`config.mk`:
```
export PLATFORM = sky130hd
export DESIGN_NAME = countdown_sched
export DESIGN_NICKNAME = d
export VERILOG_FILES = /design/src/rtl/countdown_sched.sv
export SDC_FILE = /design/constraint.sdc
export NUM_CORES = 1
export LEC_CHECK = 0
export BUFFER_PORTS_ARGS = -buffer_cell sky130_fd_sc_hd__buf_2
export CORE_MARGIN = 2
export CORE_UTILIZATION = 45
export DETAILED_ROUTE_END_ITERATION = 16
export MAX_ROUTING_LAYER = met4
export PLACE_DENSITY = 0.73
export SYNTH_ARGS = -nofsm -noshare
export SYNTH_HDL_FRONTEND = slang
export SYNTH_SLANG_ARGS = --single-unit
export TNS_END_PERCENT = 1
```
`constraint.sdc`:
```
create_clock -name clk -period 3.1 [get_ports clk]
set_clock_uncertainty 0.2 [all_clocks]
set_input_delay 0.465 -clock clk [delete_from_list [all_inputs] [get_ports clk]]
set_output_delay 0.465 -clock clk [all_outputs]
set_load 0.01 [all_outputs]
```
`src/rtl/countdown_sched.sv`:
```
// Round-robin owner of the single shared countdown timer: arbitrates requesters,
// loads and starts the timer, and returns a done pulse (plus err on an arm timeout).
module countdown_sched #(
    parameter int NREQ   = 4,
    parameter int CNT_W  = 7,
    parameter int ARM_TO = 4
) (
    input  logic                  clk,
    input  logic                  rst,
    input  logic [NREQ-1:0]       req,
    input  logic [NREQ*CNT_W-1:0] preset,
    output logic [NREQ-1:0]       grant,
    output logic [NREQ-1:0]       done,
    output logic                  err,
    output logic                  busy,
    output logic                  tmr_start,
    output logic [CNT_W-1:0]      tmr_preset,
    input  logic [CNT_W-1:0]      tmr_count,
    input  logic                  tmr_active
);

    localparam int PW = (NREQ > 1) ? $clog2(NREQ) : 1;
    localparam int AW = $clog2(ARM_TO + 1);

    localparam logic [2:0] S_IDLE = 3'd0;
    localparam logic [2:0] S_LOAD = 3'd1;
    localparam logic [2:0] S_ARM  = 3'd2;
    localparam logic [2:0] S_RUN  = 3'd3;
    localparam logic [2:0] S_DONE = 3'd4;

    logic [2:0]       state_q, state_d;
    logic [PW-1:0]    owner_q, owner_d;
    logic [PW-1:0]    rr_ptr_q, rr_ptr_d;
    logic [AW-1:0]    arm_cnt_q, arm_cnt_d;
    logic [NREQ-1:0]  grant_q, grant_d;
    logic [NREQ-1:0]  done_q, done_d;
    logic             err_q, err_d;
    logic             busy_q, busy_d;
    logic             start_q, start_d;
    logic [CNT_W-1:0] preset_q, preset_d;

    logic             found_s;
    logic [PW-1:0]    win_s;
    logic [CNT_W-1:0] win_preset_s;

    // First set request searching upward from rr_ptr, wrapping modulo NREQ.
    always_comb begin
        int idx;
        found_s = 1'b0;
        win_s   = '0;
        for (int k = 0; k < NREQ; k++) begin
            idx = int'(rr_ptr_q) + k;
            if (idx >= NREQ) begin
                idx = idx - NREQ;
            end else begin
                idx = idx;
            end
            if (!found_s && req[idx]) begin
                found_s = 1'b1;
                win_s   = PW'(idx);
            end else begin
                found_s = found_s;
            end
        end
        win_preset_s = preset[win_s*CNT_W +: CNT_W];
    end

    // Next-state and registered-output computation.
    always_comb begin
        state_d   = state_q;
        owner_d   = owner_q;
        rr_ptr_d  = rr_ptr_q;
        arm_cnt_d = arm_cnt_q;
        grant_d   = grant_q;
        done_d    = {NREQ{1'b0}};
        err_d     = 1'b0;
        busy_d    = busy_q;
        start_d   = 1'b0;
        preset_d  = preset_q;
        case (state_q)
            S_IDLE: begin
                if (found_s) begin
                    state_d        = S_LOAD;
                    owner_d        = win_s;
                    preset_d       = win_preset_s;
                    grant_d        = {NREQ{1'b0}};
                    grant_d[win_s] = 1'b1;
                    busy_d         = 1'b1;
                    // Start is registered, so it is decided here to land in LOAD.
                    start_d        = (win_preset_s != {CNT_W{1'b0}});
                end else begin
                    state_d = S_IDLE;
                end
            end
            S_LOAD: begin
                if (preset_q == {CNT_W{1'b0}}) begin
                    state_d         = S_DONE;
                    done_d[owner_q] = 1'b1;
                end else begin
                    state_d   = S_ARM;
                    arm_cnt_d = {AW{1'b0}};
                end
            end
            S_ARM: begin
                if (tmr_active) begin
                    state_d = S_RUN;
                end else if ((arm_cnt_q + AW'(2)) == AW'(ARM_TO)) begin
                    // The LOAD cycle plus ARM cycles so far have used up ARM_TO.
                    state_d         = S_DONE;
                    done_d[owner_q] = 1'b1;
                    err_d           = 1'b1;
                end else begin
                    arm_cnt_d = arm_cnt_q + AW'(1);
                end
            end
            S_RUN: begin
                if (!tmr_active && (tmr_count == {CNT_W{1'b0}})) begin
                    state_d         = S_DONE;
                    done_d[owner_q] = 1'b1;
                end else begin
                    state_d = S_RUN;
                end
            end
            S_DONE: begin
                state_d  = S_IDLE;
                grant_d  = {NREQ{1'b0}};
                busy_d   = 1'b0;
                rr_ptr_d = (owner_q == PW'(NREQ - 1)) ? {PW{1'b0}} : owner_q + PW'(1);
            end
            default: begin
                state_d = S_IDLE;
                grant_d = {NREQ{1'b0}};
                busy_d  = 1'b0;
            end
        endcase
    end

    // State and output registers.
    always_ff @(posedge clk or posedge rst) begin
        if (rst) begin
            state_q   <= S_IDLE;
            owner_q   <= {PW{1'b0}};
            rr_ptr_q  <= {PW{1'b0}};
            arm_cnt_q <= {AW{1'b0}};
            grant_q   <= {NREQ{1'b0}};
            done_q    <= {NREQ{1'b0}};
            err_q     <= 1'b0;
            busy_q    <= 1'b0;
            start_q   <= 1'b0;
            preset_q  <= {CNT_W{1'b0}};
        end else begin
            state_q   <= state_d;
            owner_q   <= owner_d;
            rr_ptr_q  <= rr_ptr_d;
            arm_cnt_q <= arm_cnt_d;
            grant_q   <= grant_d;
            done_q    <= done_d;
            err_q     <= err_d;
            busy_q    <= busy_d;
            start_q   <= start_d;
            preset_q  <= preset_d;
        end
    end

    assign grant      = grant_q;
    assign done       = done_q;
    assign err        = err_q;
    assign busy       = busy_q;
    assign tmr_start  = start_q;
    assign tmr_preset = preset_q;

endmodule

```
==> impl_metrics.tcl, run 1 <==
set metrics [dict create \
    outcome "finished, final reports clean" \
    tritoncts "done" \
    arrival_ps 2450 \
    worst_pin_slew_ps 986.5 \
    yosysTopAreaCellShare_pct 44.44 \
    tns_ps 0 \
    synthesis.area_um2 1577 \
    cap_violations 0 \
    cts_sinks 28 \
    nets 265 \
    ctsHoldBuffers 0 \
    start_util_pct 46.87 \
    cts_buffers 3 \
    r2r-start "rr_ptr_q[1]$_DFFE_PP0N_" \
    dr.first_iter.drc_count 35 \
    syn_area_per_cell_um2 10.11 \
    synth_cell_types 37 \
    clk_latency_ps 320 \
    cts_root_buffer "clkbuf_4" \
    rr_worst_depth 7 \
    synth_area_leaders "dfrtp_1, mux2i_1, ha_1" \
    min_period_ps 2386 \
    drc 0 \
    hold_viol_final 0 \
    post_cts_resized 0 \
    die_w_um 63.19 \
    ys_seq_area_share_pct 44.44 \
    die_h_um 63.19 \
    crit_required_ps 3160 \
    grt_pass1_wl_mm 4.836 \
    worstReg2RegEnd "tmr_start$_DFF_PP0_" \
    clockBufferDepth 2 \
    grt_pass1_vias 1200 \
    worstSetupEndpoint "tmr_start$_DFF_PP0_" \
    area_growth_syn_to_layout_pct 24.52 \
    synth_common_cells "dfrtp_1, nand2_1, mux2i_1" \
    post-synth-top-area-cell "dfrtp_1" \
    slew_headroom_pct 34.16 \
    antenna_found_initial 0 \
    setup_violations 0 \
    fmax_mhz 419.1 \
    cp-start-kind "flip-flop" \
    io_buffers 59 \
    totalWireLength_mm 2.911 \
    crit_path_end_kind "flip-flop" \
    die_area_um2 3993 \
    ys.flop_type "dfrtp_1" \
    p_leak_nw 1.038 \
    synth_edf_count 0 \
    crit_fanout 17 \
    row_count 21 \
    crit_type "flip-flop to flip-flop" \
    antenna_cells 0 \
    gp_congestion 0.8025 \
    avgViaCountPerCell 5.046 \
    ys_seq_elements 28 \
    final_util_pct 58.37 \
    drive_above_1_share_pct 36.57 \
    syn_nets 204 \
    first_pass_iters 4 \
    post_cts_buffers 0 \
    rsz0062_at_grt "false" \
    grt_usage_pct 15.50 \
    synth_most_common_cell "dfrtp_1" \
    core_area_um2 3363 \
    num_io_pins 60 \
    post-route-period-util_pct 76.97 \
    vias 1322 \
    ant_nets 0 \
    reg2reg_slack_ps 710 \
    path_clk_slew_ps 140 \
    slew_violations 0 \
    grt_max_degree 29 \
    powerDensity_nw_per_um2 759.0 \
    synth_cells 156 \
    wl_per_cell_um 11.11 \
    min-delay-path-class "primary input to asynchronous set/reset pin" \
    async_flop_share_pct 100.0 \
    htreeDepth 1 \
    yosysWarnings 0 \
    vdd_drop_max_uv 452.9 \
    startpoint "rr_ptr_q[1]$_DFFE_PP0N_" \
    detailed_place_hpwl_mm 2.357 \
    overflow 0 \
]
registers in the layout, summed over array words and instances, names as in the netlist:
| name | cells |
|---|---|
| grant | 4 |
| state_q | 3 |
| rr_ptr_q | 2 |
| err | 1 |
| owner_q | 2 |
| arm_cnt_q | 3 |
| busy | 1 |
| tmr_preset | 7 |
| done | 4 |
| tmr_start | 1 |
how the worst min path moves through the flow:
stage | startpoint | end | slack, ps | cells past startpoint
finish | rst | grant[0]$_DFFE_PP0P_ | 150 | 2
global route | tmr_active | err$_DFF_PP0_ | 160 | 2
CTS | tmr_active | err$_DFF_PP0_ | 160 | 2
detailed placement | arm_cnt_q[2]$_DFFE_PP0P_ | arm_cnt_q[2]$_DFFE_PP0P_ | 300 | 1
global placement | arm_cnt_q[2]$_DFFE_PP0P_ | arm_cnt_q[2]$_DFFE_PP0P_ | 300 | 1
floorplan | arm_cnt_q[2]$_DFFE_PP0P_ | arm_cnt_q[2]$_DFFE_PP0P_ | 270 | 1
cell families (layout without fill, tap and decap cells):
family                     after synthesis  count (layout)  share of synthesized area (%)
xor gates and xnor gates                 1               1                         0.5557
DFF                                     28              28                          44.44
buffers and inverters                   11              71                          3.571
adders and majority gates                6               6                          4.762
muxes                                   23              23                          15.48
and+or+nand+nor                         51              51                          16.35
AOI/OAI and AO/OA                       36              36                          14.84
critical path, cell delays in order (launching register included):
cell     delay [ps]
dfrtp_1         520
a21oi_2          90
o21a_1          190
o22ai_4         500
mux2i_1         160
mux2_2          290
and4_1          220
a31oi_2         150
routing by layer:
metal  vias up  track usage [%]  share of wire [%]
li1        673                -                  -
met1       608            18.20                 45
met2        39            26.73                 50
met3         2            4.286                5.1
met4         0            3.261               0.41
met5         -                -                  0
power by group:
group / leakage [nW] / internal (mW) / total (mW) / switching [mW]
Clock: 0.0279 / 0.131 / 0.231 / 0.0999
Combinational: 0.652 / 0.306 / 0.652 / 0.345
Sequential: 0.359 / 0.491 / 0.608 / 0.117
layout make-up:
cell class / instances / area, um^2
well taps: 46 / 57.56
repair buffers: 61 / 310.3
inverters: 6 / 22.52
fillers: 320 / 1400
clock buffers: 3 / 22.52
flip-flops and latches: 28 / 700.7
multi-input cells: 117 / 819.5
clock inverters: 1 / 30.03
metrics by stage:
step	std cells	power (mW)	hold slack [ps]	area [um^2]	worst slack, ps
floorplan	156	1.079	269.7	1577	977.1
global placement	258	1.266	296.5	1911	669.0
detailed placement	258	1.279	300.0	1911	608.6
CTS	262	1.509	159.2	1963	695.9
global route	262	1.617	156.0	1963	569.7
finish	262	1.490	146.7	1963	714.1
cells in the final DEF (no fill, tap or decap), types with 2 or more instances in the layout:
cell type / Yosys / layout
a22oi_1: 2 / 2
nand2_1: 19 / 19
buf_4: 0 / 2
o31ai_1: 2 / 2
ha_1: 6 / 6
a21oi_1: 11 / 11
mux2_2: 5 / 5
clkbuf_4: 0 / 3
o21ai_0: 7 / 7
o21ai_1: 7 / 7
or2_2: 2 / 2
and2_1: 5 / 5
nand2b_1: 2 / 2
or4_1: 2 / 2
mux2_1: 2 / 2
buf_2: 3 / 59
mux2i_1: 15 / 15
dfrtp_1: 28 / 28
nor3_1: 3 / 3
inv_1: 6 / 6
nor2_1: 11 / 11
Power figures use the tool's default switching activity.
==> run 2, diff against run 1 <==
==> constraint.sdc (replaced) <==
create_clock -name clk -period 2.5 [get_ports clk]
set_clock_uncertainty 0.2 [all_clocks]
set_input_delay 0.375 -clock clk [delete_from_list [all_inputs] [get_ports clk]]
set_output_delay 0.375 -clock clk [all_outputs]
set_load 0.01 [all_outputs]
==> impl_metrics.tcl, run 2 (synthesis results as in run 1) <==
set metrics [dict create \
    tns_ps 0 \
    largest_register_ffs 7 \
    use_met1_pct 20.25 \
    crit_buf_inv 1 \
    cts_sinks 28 \
    cp-start-kind "flip-flop" \
    p_leak_nw 1.063 \
    ant_nets 0 \
    row_count 21 \
    crit_cells 7 \
    die_h_um 63.19 \
    multiInputGateArea_um2 819.5 \
    overflow 0 \
    start_util_pct 46.87 \
    clk_latency_ps 320 \
    setup_violations 0 \
    cpPeakStageDelay_ps 510 \
    hold_depth 2 \
    antenna_found_initial 0 \
    avgViaCountPerCell 5.064 \
    crit_fanout 12 \
    rsz0062_at_grt "false" \
    fin_cells 266 \
    num_io_pins 60 \
    grt_util_met2_pct 29.12 \
    final_common_cell "buf_2" \
    rr_worst_depth 7 \
    min_period_ps 2169 \
    path_clk_slew_ps 140 \
    regArea_um2 700.7 \
    hold_viol_final 0 \
    grt_pass1_wl_mm 5.299 \
    cap_violations 0 \
    fmax_mhz 461.1 \
    tritoncts "done" \
    grt-busiest-layer "met2" \
    die_area_um2 3993 \
    crit_family "multiplexers" \
    critPathSlowestCell "dfrtp_1" \
    die_w_um 63.19 \
    grt_usage_pct 16.91 \
    timing.hold.ws_ps 78.57 \
    detailed_place_hpwl_mm 2.445 \
    post_cts_resized 0 \
    outcome "finished, final reports clean" \
    clockBufferDepth 2 \
    layout_setup_ws_ps 331.2 \
    first_pass_iters 4 \
    antenna_cells 0 \
    placed_cells 261 \
    r2r-start "rr_ptr_q[1]$_DFFE_PP0N_" \
    drc 0 \
    vdd_drop_max_uv 484.9 \
    crit_path_cell_trace "mux2i_1 > o22ai_1 > nor2_1 > buf_4 > mux2_2 > and4_1 > a31oi_2" \
    nets 269 \
    reg2reg_slack_ps 330 \
    grt_pass1_vias 1296 \
    area_growth_syn_to_layout_pct 27.38 \
    cts_buffers 3 \
    drive_above_1_share_pct 37.27 \
    grt_max_degree 29 \
    worst_pin_slew_ps 431.7 \
    crit_path_end_kind "flip-flop" \
    placed_area_um2 1946 \
    totalWireLength_mm 3.085 \
    io_buffers 59 \
    crit_type "flip-flop to flip-flop" \
    htreeDepth 1 \
    worstReg2RegEnd "tmr_start$_DFF_PP0_" \
    final_cell_area_um2 2008 \
    worstHoldStart "tmr_active" \
    powerDensity_nw_per_um2 937.8 \
    wl_per_cell_um 11.60 \
    vias 1347 \
    dr.first_iter.drc_count 67 \
    final_cell_mix "buf_2, dfrtp_1, nand2_1, mux2i_1" \
    dpl_worst_slack_ps 350.9 \
    slew_headroom_pct 70.95 \
    core_area_um2 3363 \
    arrival_ps 2230 \
    min_to "err$_DFF_PP0_" \
    post-route-period-util_pct 86.75 \
    gp_congestion 0.8208 \
    min-delay-path-class "primary input to flip-flop" \
    cts_root_buffer "clkbuf_4" \
    gr-usage-met3_pct 4.286 \
    crit_required_ps 2560 \
    slew_violations 0 \
    nFillCells 328 \
]
-- run 2: power by group --
part	switching (mW)	internal [mW]	total, mW
sequential	0.149	0.609	0.758
clock	0.125	0.162	0.287
combinational	0.438	0.400	0.838
total	0.712	1.17	1.88
-- run 2: area by class of cell --
cell class,count,share of cell area (%)
multi-input combinational,117,40.81
sequential,28,34.89
timing repair buffer,65,17.69
tap,46,2.866
clock inverter,1,1.495
clock buffer,3,1.121
inverter,6,1.121
-- run 2: per-stage QoR --
stage / utilization [%] / power, mW
detailed placement: 57.85 / 1.611
floorplan: - / 1.338
global route: 59.71 / 2.041
finish: 59.71 / 1.883
global placement: 57.85 / 1.597
CTS: 59.71 / 1.904
-- run 2: worst register-to-register path, stage by stage, from the launching register on --
cell	delay [ps]
dfrtp_1	510
mux2i_1	220
o22ai_1	130
nor2_1	120
buf_4	210
mux2_2	360
and4_1	220
a31oi_2	150
-- run 2: what timing repair did --
action	CTS	global route
buffers inserted	0	0
hold buffers	1	0
hold endpoints to repair	28	0
setup endpoints to repair	0	0
-- run 2: how the worst max path moves through the flow --
stage,from,slack [ps],endpoint
2_1_floorplan,rr_ptr_q[1]$_DFFE_PP0N_,380,tmr_start$_DFF_PP0_
3_3_place_gp,rr_ptr_q[1]$_DFFE_PP0N_,380,tmr_start$_DFF_PP0_
5_1_grt,rr_ptr_q[1]$_DFFE_PP0N_,210,tmr_start$_DFF_PP0_
6_report,rr_ptr_q[1]$_DFFE_PP0N_,330,tmr_start$_DFF_PP0_
3_5_place_dp,rr_ptr_q[1]$_DFFE_PP0N_,350,tmr_start$_DFF_PP0_
4_1_cts,rr_ptr_q[1]$_DFFE_PP0N_,320,tmr_start$_DFF_PP0_
-- run 2: metal layers --
layer / wire, um / vias up / part of all wire, %
met5: 0 / - / 0
li1: - / 679 / -
met3: 169 / 2 / 5.5
met1: 1368 / 624 / 44
met2: 1531 / 42 / 50
met4: 15 / 0 / 0.49
==> run 3, diff against run 2 <==
==> constraint.sdc (replaced) <==
create_clock -name clk -period 2 [get_ports clk]
set_clock_uncertainty 0.2 [all_clocks]
set_input_delay 0.3 -clock clk [delete_from_list [all_inputs] [get_ports clk]]
set_output_delay 0.3 -clock clk [all_outputs]
set_load 0.01 [all_outputs]
==> impl_metrics.tcl, run 3 (synthesis results as in run 1) <==
set metrics [dict create \
    outcome "complete, but fails checks" \
    violations "setup timing" \
    cts_buffers 3 \
    detailed_place_hpwl_mm 2.695 \
    nFillCells 311 \
    gp_congestion 0.8386 \
    cts_sinks 28 \
    cap_violations 0 \
    cts_root_buffer "clkbuf_4" \
    tritoncts "done" \
    die_h_um 63.19 \
    path_clk_slew_ps 160 \
    post-route-period-util_pct 102.0 \
    crit_path_end_kind "flip-flop" \
    first_pass_iters 4 \
    slew_headroom_pct 71.07 \
    grt_max_degree 29 \
    final_cell_mix "buf_2, dfrtp_1, nand2_1, buf_4, mux2i_1" \
    ant_nets 0 \
    powerDensity_nw_per_um2 1184 \
    startpoint "rr_ptr_q[1]$_DFFE_PP0N_" \
    dr.first_iter.drc_count 33 \
    final_util_pct 64.55 \
    min_period_ps 2041 \
    largest_register_ffs 7 \
    layout_setup_ws_ps -40.78 \
    crit_path_cell_trace "a21oi_2 > o21a_1 > o22ai_4 > buf_12 > mux2i_1 > mux2_4 > and4_1 > a31oi_2" \
    final_common_cell "buf_2" \
    crit_family "compound AO/OA/AOI/OAI gates" \
    antenna_found_initial 0 \
    die_area_um2 3993 \
    clockBufferDepth 2 \
    reg2reg_slack_ps -40 \
    crit_cells 8 \
    rr_worst_depth 8 \
    critPathSlowestCell "dfrtp_2" \
    power_mw 2.571 \
    dpl_worst_slack_ps -56.97 \
    num_io_pins 60 \
    slew_violations 0 \
    rsz0062_at_grt "true" \
    overflow 0 \
    drive_above_1_share_pct 44.92 \
    die_w_um 63.19 \
    fmax_mhz 490.0 \
    nets 285 \
    hold_viol_final 0 \
    avgViaCountPerCell 4.897 \
    grt_usage_pct 19.54 \
    r2r-start "rr_ptr_q[1]$_DFFE_PP0N_" \
    start_util_pct 46.87 \
    crit_required_ps 2060 \
    grt_pass1_wl_mm 6.113 \
    timing.hold.ws_ps 111.7 \
    totalWireLength_mm 3.552 \
    worst_pin_slew_ps 429.9 \
    io_buffers 59 \
    area_growth_syn_to_layout_pct 37.70 \
    drc 0 \
    clk_latency_ps 330 \
    crit_buf_inv 1 \
    setup_violations 1 \
    core_area_um2 3363 \
    vias 1381 \
    crit_fanout 14 \
    wl_per_cell_um 12.60 \
    antenna_cells 0 \
    row_count 21 \
    grt_pass1_vias 1393 \
    worstSetupEndpoint "tmr_start$_DFF_PP0_" \
    p_leak_nw 1.148 \
    arrival_ps 2100 \
    cpPeakStageDelay_ps 440 \
    worstReg2RegEnd "tmr_start$_DFF_PP0_" \
    crit_type "flip-flop to flip-flop" \
    htreeDepth 1 \
    vdd_drop_max_uv 666.2 \
    min-delay-path-class "primary input to flip-flop" \
    cp-start-kind "flip-flop" \
]
==> run 3: cell types whose count changed in the layout (fill, tap and decap cells not counted), sizes merged <==
cell | before | now
buf | 64 | 79
dlygate4sd3 | 1 | 2
==> run 3: area by class of cell <==
class                           instances  area, um^2  share of cell area (%)
Multi-Input combinational cell        117       858.3                   39.54
Sequential cell                        28       701.9                   32.33
Timing Repair Buffer                   81       478.0                   22.02
Tap cell                               46       57.56                   2.651
Clock inverter                          1       30.03                   1.383
Clock buffer                            3       22.52                   1.037
Inverter                                6       22.52                   1.037
==> run 3: worst reg2reg max path, delay by kind of cell (launching register included) <==
kind | cells | cell delay (ps)
AOI/OAI and AO/OA | 4 | 600
DFF | 1 | 440
muxes | 2 | 360
and+or+nand+nor | 1 | 210
buffers and inverters | 1 | 170
==> run 3: worst min path at each step <==
stage / to / start / depth (start not counted)
final: arm_cnt_q[0]$_DFFE_PP0P_ / tmr_active / 4
after detailed placement: done[0]$_DFF_PP0_ / rst / 3
after CTS: arm_cnt_q[0]$_DFFE_PP0P_ / tmr_active / 4
after global placement: done[2]$_DFF_PP0_ / rst / 3
after floorplan: arm_cnt_q[0]$_DFFE_PP0P_ / rst / 1
after global routing: arm_cnt_q[0]$_DFFE_PP0P_ / tmr_active / 4
==> run 3: per-layer routing <==
layer	vias up	routed length [um]	track usage, %
li1	710	-	-
met1	630	1505	23.36
met2	37	1853	34.18
met3	4	161	3.214
met4	0	31	5.435
met5	-	0	-
==> run 3: per-stage QoR <==
| step | std cells | setup TNS (ps) | cell area [um^2] |
|---|---|---|---|
| after floorplan | 156 | -105.2 | 1584 |
| after global routing | 282 | -439.8 | 2171 |
| final | 282 | -40.78 | 2171 |
| after CTS | 281 | -46.01 | 2141 |
| after global placement | 271 | -27.27 | 2026 |
| after detailed placement | 271 | -56.97 | 2026 |
==> run 3: what timing repair did <==
item	in CTS	in global routing
hold endpoints to repair	29	0
gates resized for setup	3	7
pin swaps	0	1
hold buffers	2	0
endpoints found under the setup margin	3	10
setup buffers	4	1
==> run 3: power breakdown <==
part	switching (mW)	total (mW)	internal [mW]
clock network	0.171	0.374	0.203
logic	0.631	1.27	0.636
registers	0.168	0.930	0.762
total	0.969	2.57	1.60
